File: src/rtl/pipe_hazard_ctrl.sv
// pipe_hazard_ctrl
// Stall/flush sequencer for a 5-stage pipeline.
//
// This module drives the enable and flush controls of the PC and of the
// IF/ID, ID/EX, EX/MEM and MEM/WB pipeline registers. It resolves three
// kinds of hazard:
//   - taken-branch and jump squashes,
//   - load-use stalls,
//   - variable-latency data-memory accesses, handled by a two-state FSM
//     (RUN / MEM_WAIT) with a timeout counter.
// It also keeps saturating stall and flush statistics for debug readout.
//
// Parameters:
//   WAIT_TIMEOUT  maximum number of MEM_WAIT cycles before the access is
//                 aborted (legal range 1..65535)
//   CNT_W         width of the statistics counters
//
// Ports:
//   clk, reset            clock; synchronous active-high reset
//   ID_Rs, ID_Rt,         source fields of the ID-stage instruction,
//   ID_UsesRt             and whether rt is actually read
//   ID_Jump               jump decoded in ID
//   EX_MemRead, EX_Addr   EX-stage load flag and destination register
//   EX_BranchTaken        branch resolved taken in EX
//   MEM_MemRead,          MEM-stage load / store
//   MEM_MemWrite
//   mem_ready             data memory completes the access this cycle
//   PC_write ...          register enables and flushes
//     MEM_WB_flush        (combinational from state and current inputs)
//   mem_req               data-memory access request
//   mem_err               sticky timeout flag
//   stall_cnt, flush_cnt  saturating statistics counters
module pipe_hazard_ctrl #(
    parameter int WAIT_TIMEOUT = 255,
    parameter int CNT_W        = 16
) (
    input  logic             clk,
    input  logic             reset,
    input  logic [4:0]       ID_Rs,
    input  logic [4:0]       ID_Rt,
    input  logic             ID_UsesRt,
    input  logic             ID_Jump,
    input  logic             EX_MemRead,
    input  logic [4:0]       EX_Addr,
    input  logic             EX_BranchTaken,
    input  logic             MEM_MemRead,
    input  logic             MEM_MemWrite,
    input  logic             mem_ready,
    output logic             PC_write,
    output logic             IF_ID_write,
    output logic             IF_ID_flush,
    output logic             ID_EX_write,
    output logic             ID_EX_flush,
    output logic             EX_MEM_write,
    output logic             MEM_WB_flush,
    output logic             mem_req,
    output logic             mem_err,
    output logic [CNT_W-1:0] stall_cnt,
    output logic [CNT_W-1:0] flush_cnt
);

    typedef enum logic [0:0] {
        ST_RUN      = 1'b0,
        ST_MEM_WAIT = 1'b1
    } state_t;

    localparam logic [15:0]      WAIT_LIMIT = 16'(WAIT_TIMEOUT);
    localparam logic [CNT_W-1:0] CNT_MAX    = {CNT_W{1'b1}};

    state_t      state;
    state_t      state_next;
    logic [15:0] wait_cnt;
    logic        access;
    logic        released;
    logic        timed_out;
    logic        frozen;
    logic        load_use;

    // Decode the access, release, freeze and load-use conditions.
    always_comb begin
        access = MEM_MemRead | MEM_MemWrite;
        // A release happens on completion, or once the wait budget is used up.
        released  = (state == ST_MEM_WAIT) && (mem_ready || (wait_cnt == WAIT_LIMIT));
        // Only an expiry without completion counts as an error.
        timed_out = (state == ST_MEM_WAIT) && !mem_ready && (wait_cnt == WAIT_LIMIT);
        if (state == ST_RUN) begin
            // The entry cycle into MEM_WAIT already freezes the pipeline.
            frozen = access && !mem_ready;
        end else begin
            frozen = !released;
        end
        load_use = EX_MemRead && (EX_Addr != 5'd0) &&
                   ((EX_Addr == ID_Rs) || (ID_UsesRt && (EX_Addr == ID_Rt)));
    end

    // Next-state logic of the memory-wait FSM.
    always_comb begin
        state_next = state;
        case (state)
            ST_RUN: begin
                if (access && !mem_ready) begin
                    state_next = ST_MEM_WAIT;
                end else begin
                    state_next = ST_RUN;
                end
            end
            ST_MEM_WAIT: begin
                if (released) begin
                    state_next = ST_RUN;
                end else begin
                    state_next = ST_MEM_WAIT;
                end
            end
            default: state_next = ST_RUN;
        endcase
    end

    // Pipeline control outputs, with priority branch > load-use > jump.
    always_comb begin
        PC_write     = 1'b1;
        IF_ID_write  = 1'b1;
        IF_ID_flush  = 1'b0;
        ID_EX_write  = 1'b1;
        ID_EX_flush  = 1'b0;
        EX_MEM_write = 1'b1;
        MEM_WB_flush = 1'b0;
        mem_req      = access;
        if (reset) begin
            PC_write     = 1'b0;
            IF_ID_write  = 1'b0;
            ID_EX_write  = 1'b0;
            EX_MEM_write = 1'b0;
            mem_req      = 1'b0;
        end else if (frozen) begin
            // Hold everything upstream; bubble MEM/WB until the data returns.
            PC_write     = 1'b0;
            IF_ID_write  = 1'b0;
            ID_EX_write  = 1'b0;
            EX_MEM_write = 1'b0;
            MEM_WB_flush = 1'b1;
        end else if (EX_BranchTaken) begin
            // The branch squashes the ID instruction, so any load-use is moot.
            IF_ID_flush = 1'b1;
            ID_EX_flush = 1'b1;
        end else if (load_use) begin
            PC_write    = 1'b0;
            IF_ID_write = 1'b0;
            ID_EX_flush = 1'b1;
        end else if (ID_Jump) begin
            IF_ID_flush = 1'b1;
        end else begin
            PC_write = 1'b1;
        end
    end

    // State register, wait counter, sticky error flag and statistics.
    always_ff @(posedge clk) begin
        if (reset) begin
            state     <= ST_RUN;
            wait_cnt  <= 16'd0;
            mem_err   <= 1'b0;
            stall_cnt <= {CNT_W{1'b0}};
            flush_cnt <= {CNT_W{1'b0}};
        end else begin
            state <= state_next;
            // The counter only runs while staying in MEM_WAIT, so it is zero on entry.
            if ((state == ST_MEM_WAIT) && (state_next == ST_MEM_WAIT)) begin
                wait_cnt <= wait_cnt + 16'd1;
            end else begin
                wait_cnt <= 16'd0;
            end
            if (timed_out) begin
                mem_err <= 1'b1;
            end else begin
                mem_err <= mem_err;
            end
            if (!PC_write && (stall_cnt != CNT_MAX)) begin
                stall_cnt <= stall_cnt + CNT_W'(1);
            end else begin
                stall_cnt <= stall_cnt;
            end
            if ((IF_ID_flush || ID_EX_flush) && (flush_cnt != CNT_MAX)) begin
                flush_cnt <= flush_cnt + CNT_W'(1);
            end else begin
                flush_cnt <= flush_cnt;
            end
        end
    end

endmodule

File: config.mk
export PLATFORM = sky130hd
export DESIGN_NAME = pipe_hazard_ctrl
export DESIGN_NICKNAME = d
export VERILOG_FILES = /design/src/rtl/pipe_hazard_ctrl.sv
export SDC_FILE = /design/constraint.sdc
export NUM_CORES = 1
export LEC_CHECK = 0
export ABC_AREA = 1
export CAP_MARGIN = 20
export CORE_AREA = 4 4 82 84
export DETAILED_ROUTE_END_ITERATION = 12
export DIE_AREA = 0 0 86 88
export HOLD_SLACK_MARGIN = 0.12
export PLACE_DENSITY_LB_ADDON = 0.08
export SYNTH_ARGS = -nofsm -noshare
export SYNTH_HDL_FRONTEND = slang
export SYNTH_SLANG_ARGS = --single-unit
export TNS_END_PERCENT = 5
File: constraint.sdc
create_clock -name clk -period 3.4 [get_ports clk]
set_input_delay 1.02 -clock clk [delete_from_list [all_inputs] [get_ports clk]]
set_output_delay 1.02 -clock clk [all_outputs]
set_load 0.01 [all_outputs]
==> run summary, run 1 <==
Port-buffer cells: 64
leading area contributor after synthesis: dfxtp_1
drt pass-1 iters: 4
Required @ worst endpoint: 2.38 ns
die area: 0.007568 sq mm
Top Layer Used: met4
initial antenna violation count: 0
CP Max Fanout: 2
Root Buffer: clkbuf_8
Setup crit start: ID_Rs[3]
commonest non-fill, non-tap cell in the layout: nand2_1
Sw Ratio: 26.76%
Reg clk slew, reported paths: 0.10 ns
largest net degree at the start of global routing: 31
placed cell area: 0.003707 sq mm
DRC violation count after routing: 0
Mapped Nets: 464
die width: 86 um
Clock Skew: 0.01150 ns
vias in the first global route: 2735
layout cells sized above 1: 9.940%
TNS Setup: 0 ns
CP arrival: 2.34 ns
GRT Util Overall: 18.20%
num rows: 28
synth unique cells: 39
drt via density: 5.017
WS Path Type: primary input to output pin
Fmax achieved: 297.7 MHz
Critical Path Source Type: primary input
Final Critical Period: 3.359 ns
total CTS buffers: 5
sequential share of power: 53.0%
Logic pwr share: 13.9%
largest cells by area after synthesis: dfxtp_1 33%, nand2_1 13%, nand3_1 8.0%
reg2reg path depth: 9
number of synthesized register bits: 50
metal3 WL: 244 um
Clk pwr share: 33.1%
CTS H-tree depth: 2
synth-to-layout area growth: 26.07%
Seq/Total Area, Yosys: 33.21%
WHS Path Cells: 1
core area: 0.005921 sq mm
Die Y: 88 um
peak supply drop: 0.1942 mV
final wirelength: 6715 um
Cells after DPL: 570
Syn Inst Count: 437
global placer's final weighted congestion: 0.8673
nets@finish: 529
Post-Syn Area per Cell: 6.897 sq um
hold_sp: wait_cnt[0]
Fill cells: 573
Final Max Slew Viols: 0
DR WL/cell: 11.62 um
RSZ-0062 raised after global routing: true
Detail Route met2 WL: 3309 um
period utilization: 98.80%
final hold vios: 0
max cap viols: 0
grt total ovfl: 0
via count: 2900
first-pass GRT wire length: 11500 um
effective utilization at floorplan: 50.91%
worst min-delay path class: register to register
worst relative slew slack: 67.18%
CTS tree: done
Reg2Reg Launch Point: flush_cnt[0]
top-area cell type share of the netlist area: 33.21%
static leakage: 1.519 nW
internal power: 0.8316 mW
ANT nets after route: 0
Setup Viol. Count Final: 0
Net Sw Power: 0.3039 mW
Synth Warn #: 0
Final Cell Area: 0.003800 sq mm
worst slew pin tran: 0.4912 ns
initial DRC count: 122
num ports: 65
dpl hpwl: 5015 um
met1 WL: 3123 um
clk_lat worst skew: 0.31 ns
total power draw: 1.136 mW
CTS sink count: 50
post-synthesis instance area: 0.003014 sq mm
Ant. Diodes: 0
status: finished, final reports clean
critical path capture point type: output pin
Power Density: 298.8 mW/mm^2
buffer levels on the longest clock path: 2
Layout Cells excl Fill: 578
most frequent cells in the layout: 106 x nand2_1, 50 x dfxtp_1, 47 x nor2_1, 47 x nand3_1, 46 x clkdlybuf4s50_1
[critical path, cell delays in order]
cell and delay [ns]:
clkdlybuf4s50_1 0.47, inv_1 0.04, nand2_1 0.05, nand2_1 0.04
nor2_1 0.11, nand3_1 0.08, nand2_1 0.10, nand3_2 0.10
nand3_4 0.08, inv_1 0.04, clkdlybuf4s15_2 0.21
[final cells by class]
cell class | count | area [sq um] | area share [%]
multi-input combinational | 328 | 1753 | 46.13
tap | 75 | 93.84 | 2.470
sequential | 50 | 1001 | 26.34
clock inverter | 2 | 16.27 | 0.4281
clock buffer | 6 | 82.58 | 2.173
timing repair buffer | 72 | 684.4 | 18.01
inverter | 45 | 168.9 | 4.445
[path summary, 6_finish.rpt]
kind,to,slack (ns)
setup / recovery,IF_ID_flush,0.04
hold reg to reg,wait_cnt[0],0.44
setup reg to reg,flush_cnt[15],1.25
hold / removal,wait_cnt[0],0.44
[cell usage after synthesis, drive strengths merged]
master,number
nand2,118
nor2,51
dfxtp,50
nand3,50
inv,45
a21oi,38
xor2,17
xnor2,13
nor3,12
buf,9
nand4,6
clkbuf,5
or2,5
ha,3
nor4,3
o21a,3
o21ai,3
nor3b,2
a211oi,1
a31oi,1
and3,1
o2111ai,1
[power groups by stage]
stage	clock network (mW)	registers (mW)	logic [mW]
2_1_floorplan	0	0.615	0.0985
3_3_place_gp	0	0.615	0.166
3_5_place_dp	0	0.616	0.167
4_1_cts	0.389	0.602	0.161
5_1_grt	0.408	0.604	0.175
6_report	0.376	0.602	0.158
[stage by stage]
| stage | utilization, % | hold slack [ns] | worst slack (ns) |
|---|---|---|---|
| 2_1_floorplan | - | 0.4130 | 0.2654 |
| 3_3_place_gp | 62.62 | 0.4259 | -0.3502 |
| 3_5_place_dp | 62.62 | 0.4292 | -0.3921 |
| 4_1_cts | 64.16 | 0.4446 | -0.08318 |
| 5_1_grt | 64.18 | 0.4751 | -0.04707 |
| 6_report | 64.18 | 0.4435 | 0.04078 |
[registers in the layout, indices dropped and copies added, names as in the netlist]
name / count
flush_cnt: 16
state: 1
mem_err: 1
wait_cnt: 16
stall_cnt: 16
[kinds of logic after synthesis]
| logic type | after synthesis | synth area share, % |
|---|---|---|
| xor gates and xnor gates | 30 | 8.717 |
| AOI/OAI and AO/OA | 47 | 8.427 |
| buffers and inverters | 59 | 8.966 |
| and+or+nand+nor | 248 | 39.44 |
| DFF | 50 | 33.21 |
| adders and majority gates | 3 | 1.245 |
[metal layers]
metal	vias to the layer above	track usage, %
met3	6	3.104
li1	1537	-
met1	1316	22.41
met2	41	33.08
met4	0	4.173
met5	-	0
[timing repair]
action                     4_1_cts  5_1_grt
pin swaps                        1        5
buffers inserted                 0        0
hold buffers                     0        0
setup endpoints to repair        8        7
gates resized for setup         20       11
Note: power is estimated with default switching activity, not from simulation.
==> run 2, diff against run 1 <==
ABC_AREA = unset   (was 1)
CORE_AREA = 4 4 79 81   (was 4 4 82 84)
CTS_CLUSTER_DIAMETER = 120   (was unset)
DIE_AREA = 0 0 83 85   (was 0 0 86 88)
==> run 2 against run 1 <==
Compared with the run above:
- the run now ends with negative setup slack left
- synthesized area decreased by 12%
- routed wire length decreased by 5.1%
- critical path depth decreased by 4
- sequential cell count unchanged
- clock power increased by 14%
- synthesized cell count decreased by 26%
==> run summary, run 2 <==
total power draw: 1.186 mW (+4.5%)
initial DRC count: 170 (+39%)
Final Max Slew Viols: 0 (unchanged)
RSZ-0062 raised after global routing: true
CP top delay family: simple AND/OR/NAND/NOR gates
final hold vios: 0 (unchanged)
GRT Util Overall: 17.75% (-0.45 points)
total CTS buffers: 5 (unchanged)
Ant. Diodes: 0 (unchanged)
worst-path cell chain: buf_6, or4_4, o21ai_4, nor2_1, a211o_1, nor2_1, buf_2
num ports: 65 (unchanged)
dpl hpwl: 4737 um (-5.5%)
clk_lat worst skew: 0.30 ns (about the same)
WS Path Type: primary input to output pin
reg-to-reg slack, setup: 0.65 ns (-0.60 ns)
worst min-delay path class: register to register
peak supply drop: 0.2977 mV (+53%)
via count: 2624 (-9.5%)
top-area cell type share of the netlist area: 37.79% (+4.6 points)
max cap viols: 0 (unchanged)
die area: 0.007055 sq mm (-6.8%)
busiest grt layer: met2
commonest non-fill, non-tap cell in the layout: dfxtp_1
final worst slack: -0.02779 ns (-0.06857 ns)
placed cell area: 0.003470 sq mm (-6.4%)
global placer's final weighted congestion: 0.8598 (-0.86%)
vias in the first global route: 2434 (-11%)
core area: 0.005473 sq mm (-7.6%)
post-layout util: 65.82% (+1.6 points)
TNS Setup: -0.04511 ns (-0.04511 ns)
WP buf/inv: 2 (-2)
DR WL/cell: 13.53 um (+16%)
Worst path max stage delay: 0.53 ns (+0.06 ns)
GR Util met3: 3.883% (+0.78 points)
Clock Skew: 0.007232 ns (-0.004266 ns)
Port-buffer cells: 64 (unchanged)
Synth Warn #: 0 (unchanged)
Critical Path Source Type: primary input
die width: 83 um (-3.5%)
Power Density: 329.3 mW/mm^2 (+10%)
Syn Inst Count: 323 (-26%)
post-synthesis xor/xnor area fraction: 7.936% (-0.78 points)
combinational family with the most area after synthesis: simple AND/OR/NAND/NOR gates
Die Y: 85 um (-3.4%)
hold_ws: 0.4718 ns (+0.02825 ns)
synth unique cells: 44 (+13%)
leading area contributor after synthesis: dfxtp_1
Main synth FF type: dfxtp_1
largest net degree at the start of global routing: 29 (-6.5%)
initial antenna violation count: 0 (unchanged)
failing checks: negative setup slack
worst slew pin tran: 0.6028 ns (+0.1116 ns)
critical path capture point type: output pin
mux cell area share after synthesis: 2.078% (+2.1 points)
Global Route met2 Usage: 30.32% (-2.8 points)
Final Critical Period: 3.428 ns (+0.06857 ns)
Synth top cells by count: 50 x dfxtp_1, 40 x nor2_1, 24 x a21oi_1, 23 x nand3_1, 20 x nand2_1
effective utilization at floorplan: 48.40% (-2.5 points)
drt via density: 5.571 (+11%)
grt total ovfl: 0 (unchanged)
post-synthesis compound-gate area fraction: 14.64% (+6.2 points)
status: finished, violations left
Crit-path slowest cell: or4_4
asr flop ratio synth: 0% (unchanged)
adder-cell area share of the yosys netlist: 1.417% (+0.17 points)
CP Max Fanout: 3 (+1)
Setup Viol. Count Final: 3 (+3)
largest cells by area after synthesis: dfxtp_1 38%, nor2_1 5.7%, xnor2_1 5.6%
Fill cells: 505 (-12%)
Crit path top cell by count: nor2_1
buffer levels on the longest clock path: 2 (unchanged)
Cells after DPL: 463 (-19%)
static leakage: 1.241 nW (-18%)
Fmax achieved: 291.7 MHz (-2.0%)
nets@finish: 425 (-20%)
Post-Syn Area per Cell: 8.201 sq um (+19%)
Reg clk slew, reported paths: 0.09 ns (about the same)
CTS sink count: 50 (unchanged)
post-synthesis instance area: 0.002649 sq mm (-12%)
Mapped Nets: 350 (-25%)
most frequent cell after synthesis: dfxtp_1
Required @ worst endpoint: 2.38 ns (about the same)
Synth Area in Simple Gates: 31.22% (-8.2 points)
CP arrival: 2.41 ns (+0.07 ns)
Hold Buf Count CTS: 0 (unchanged)
DP Worst Slack: -0.8283 ns (-0.4362 ns)
most frequent cells in the layout: 50 x dfxtp_1, 46 x clkdlybuf4s50_1, 39 x nor2_1
worst relative slew slack: 59.60% (-7.6 points)
Seq/Total Area, Yosys: 37.79% (+4.6 points)
final wirelength: 6371 um (-5.1%)
ANT nets after route: 0 (unchanged)
first-pass GRT wire length: 10750 um (-6.5%)
layout cells sized above 1: 14.79% (+4.8 points)
Global Route met1 Usage: 22.20% (-0.20 points)
Layout Cells excl Fill: 471 (-19%)
DRC violation count after routing: 0 (unchanged)
Regs by FF count: flush_cnt x16, stall_cnt x16, wait_cnt x16
Root Buffer: clkbuf_8
drt pass-1 iters: 4 (unchanged)
CTS tree: done
number of synthesized register bits: 50 (unchanged)
synth-to-layout area growth: 35.99%
CTS H-tree depth: 2 (unchanged)
EDFF count, synth: 0 (unchanged)
num rows: 27 (-3.6%)
period utilization: 100.8% (+2.0 points)
Final Cell Area: 0.003602 sq mm (-5.2%)
-- run 2: changes by cell type after synthesis, sizes merged, moves of 5 or more --
cell / change
a21oi: -14
clkbuf: +6
inv: -33
nand2: -98
nand3: -27
nor2: -11
o31ai: +14
o41ai: +5
or3: +9
or4: +19
xor2: -10
-- run 2: metal layers --
layer	vias to the layer above	part of all wire, %	wire (um)
met5	-	0	0
met4	0	1.7	106
met3	12	5.0	318
met2	70	46	2950
met1	1218	47	2995
li1	1324	-	-
-- run 2: final cells by class --
cell class	instances	area (sq um)	area share (%)
clock inverters	3	43.79	1.216
repair buffers	85	799.5	22.20
inverters	12	45.04	1.250
well taps	72	90.09	2.501
flip-flops and latches	50	1001	27.79
multi-input cells	244	1554	43.14
clock buffers	5	68.82	1.910
-- run 2: what timing repair did --
| action | 4_1_cts | 5_1_grt |
|---|---|---|
| pin swaps | 6 | 6 |
| buffers inserted | 0 | 0 |
| resized for setup | 46 | 12 |
| setup endpoints to repair | 7 | 8 |
-- run 2: cells by family (layout without fill, tap and decap cells) --
group	count (synthesis)	after routing
buffers and inverters	29	105
adders and majority gates	3	3
and+or+nand+nor	152	152
xor gates and xnor gates	24	24
muxes	5	5
AOI/OAI and AO/OA	60	60
DFF	50	50
-- run 2: power breakdown --
part | internal [mW] | leakage, nW | switching [mW]
clock | 0.221 | 0.0585 | 0.208
sequential | 0.591 | 0.404 | 0.00868
combinational | 0.0808 | 0.779 | 0.0766
-- run 2: final timing paths --
check	start	endpoint	cells after the start
worst max-delay path	EX_Addr[4]	IF_ID_flush	7
worst min-delay path	wait_cnt[0]	wait_cnt[0]	1
worst max register to register	wait_cnt[13]	flush_cnt[5]	8
worst min register to register	wait_cnt[0]	wait_cnt[0]	1
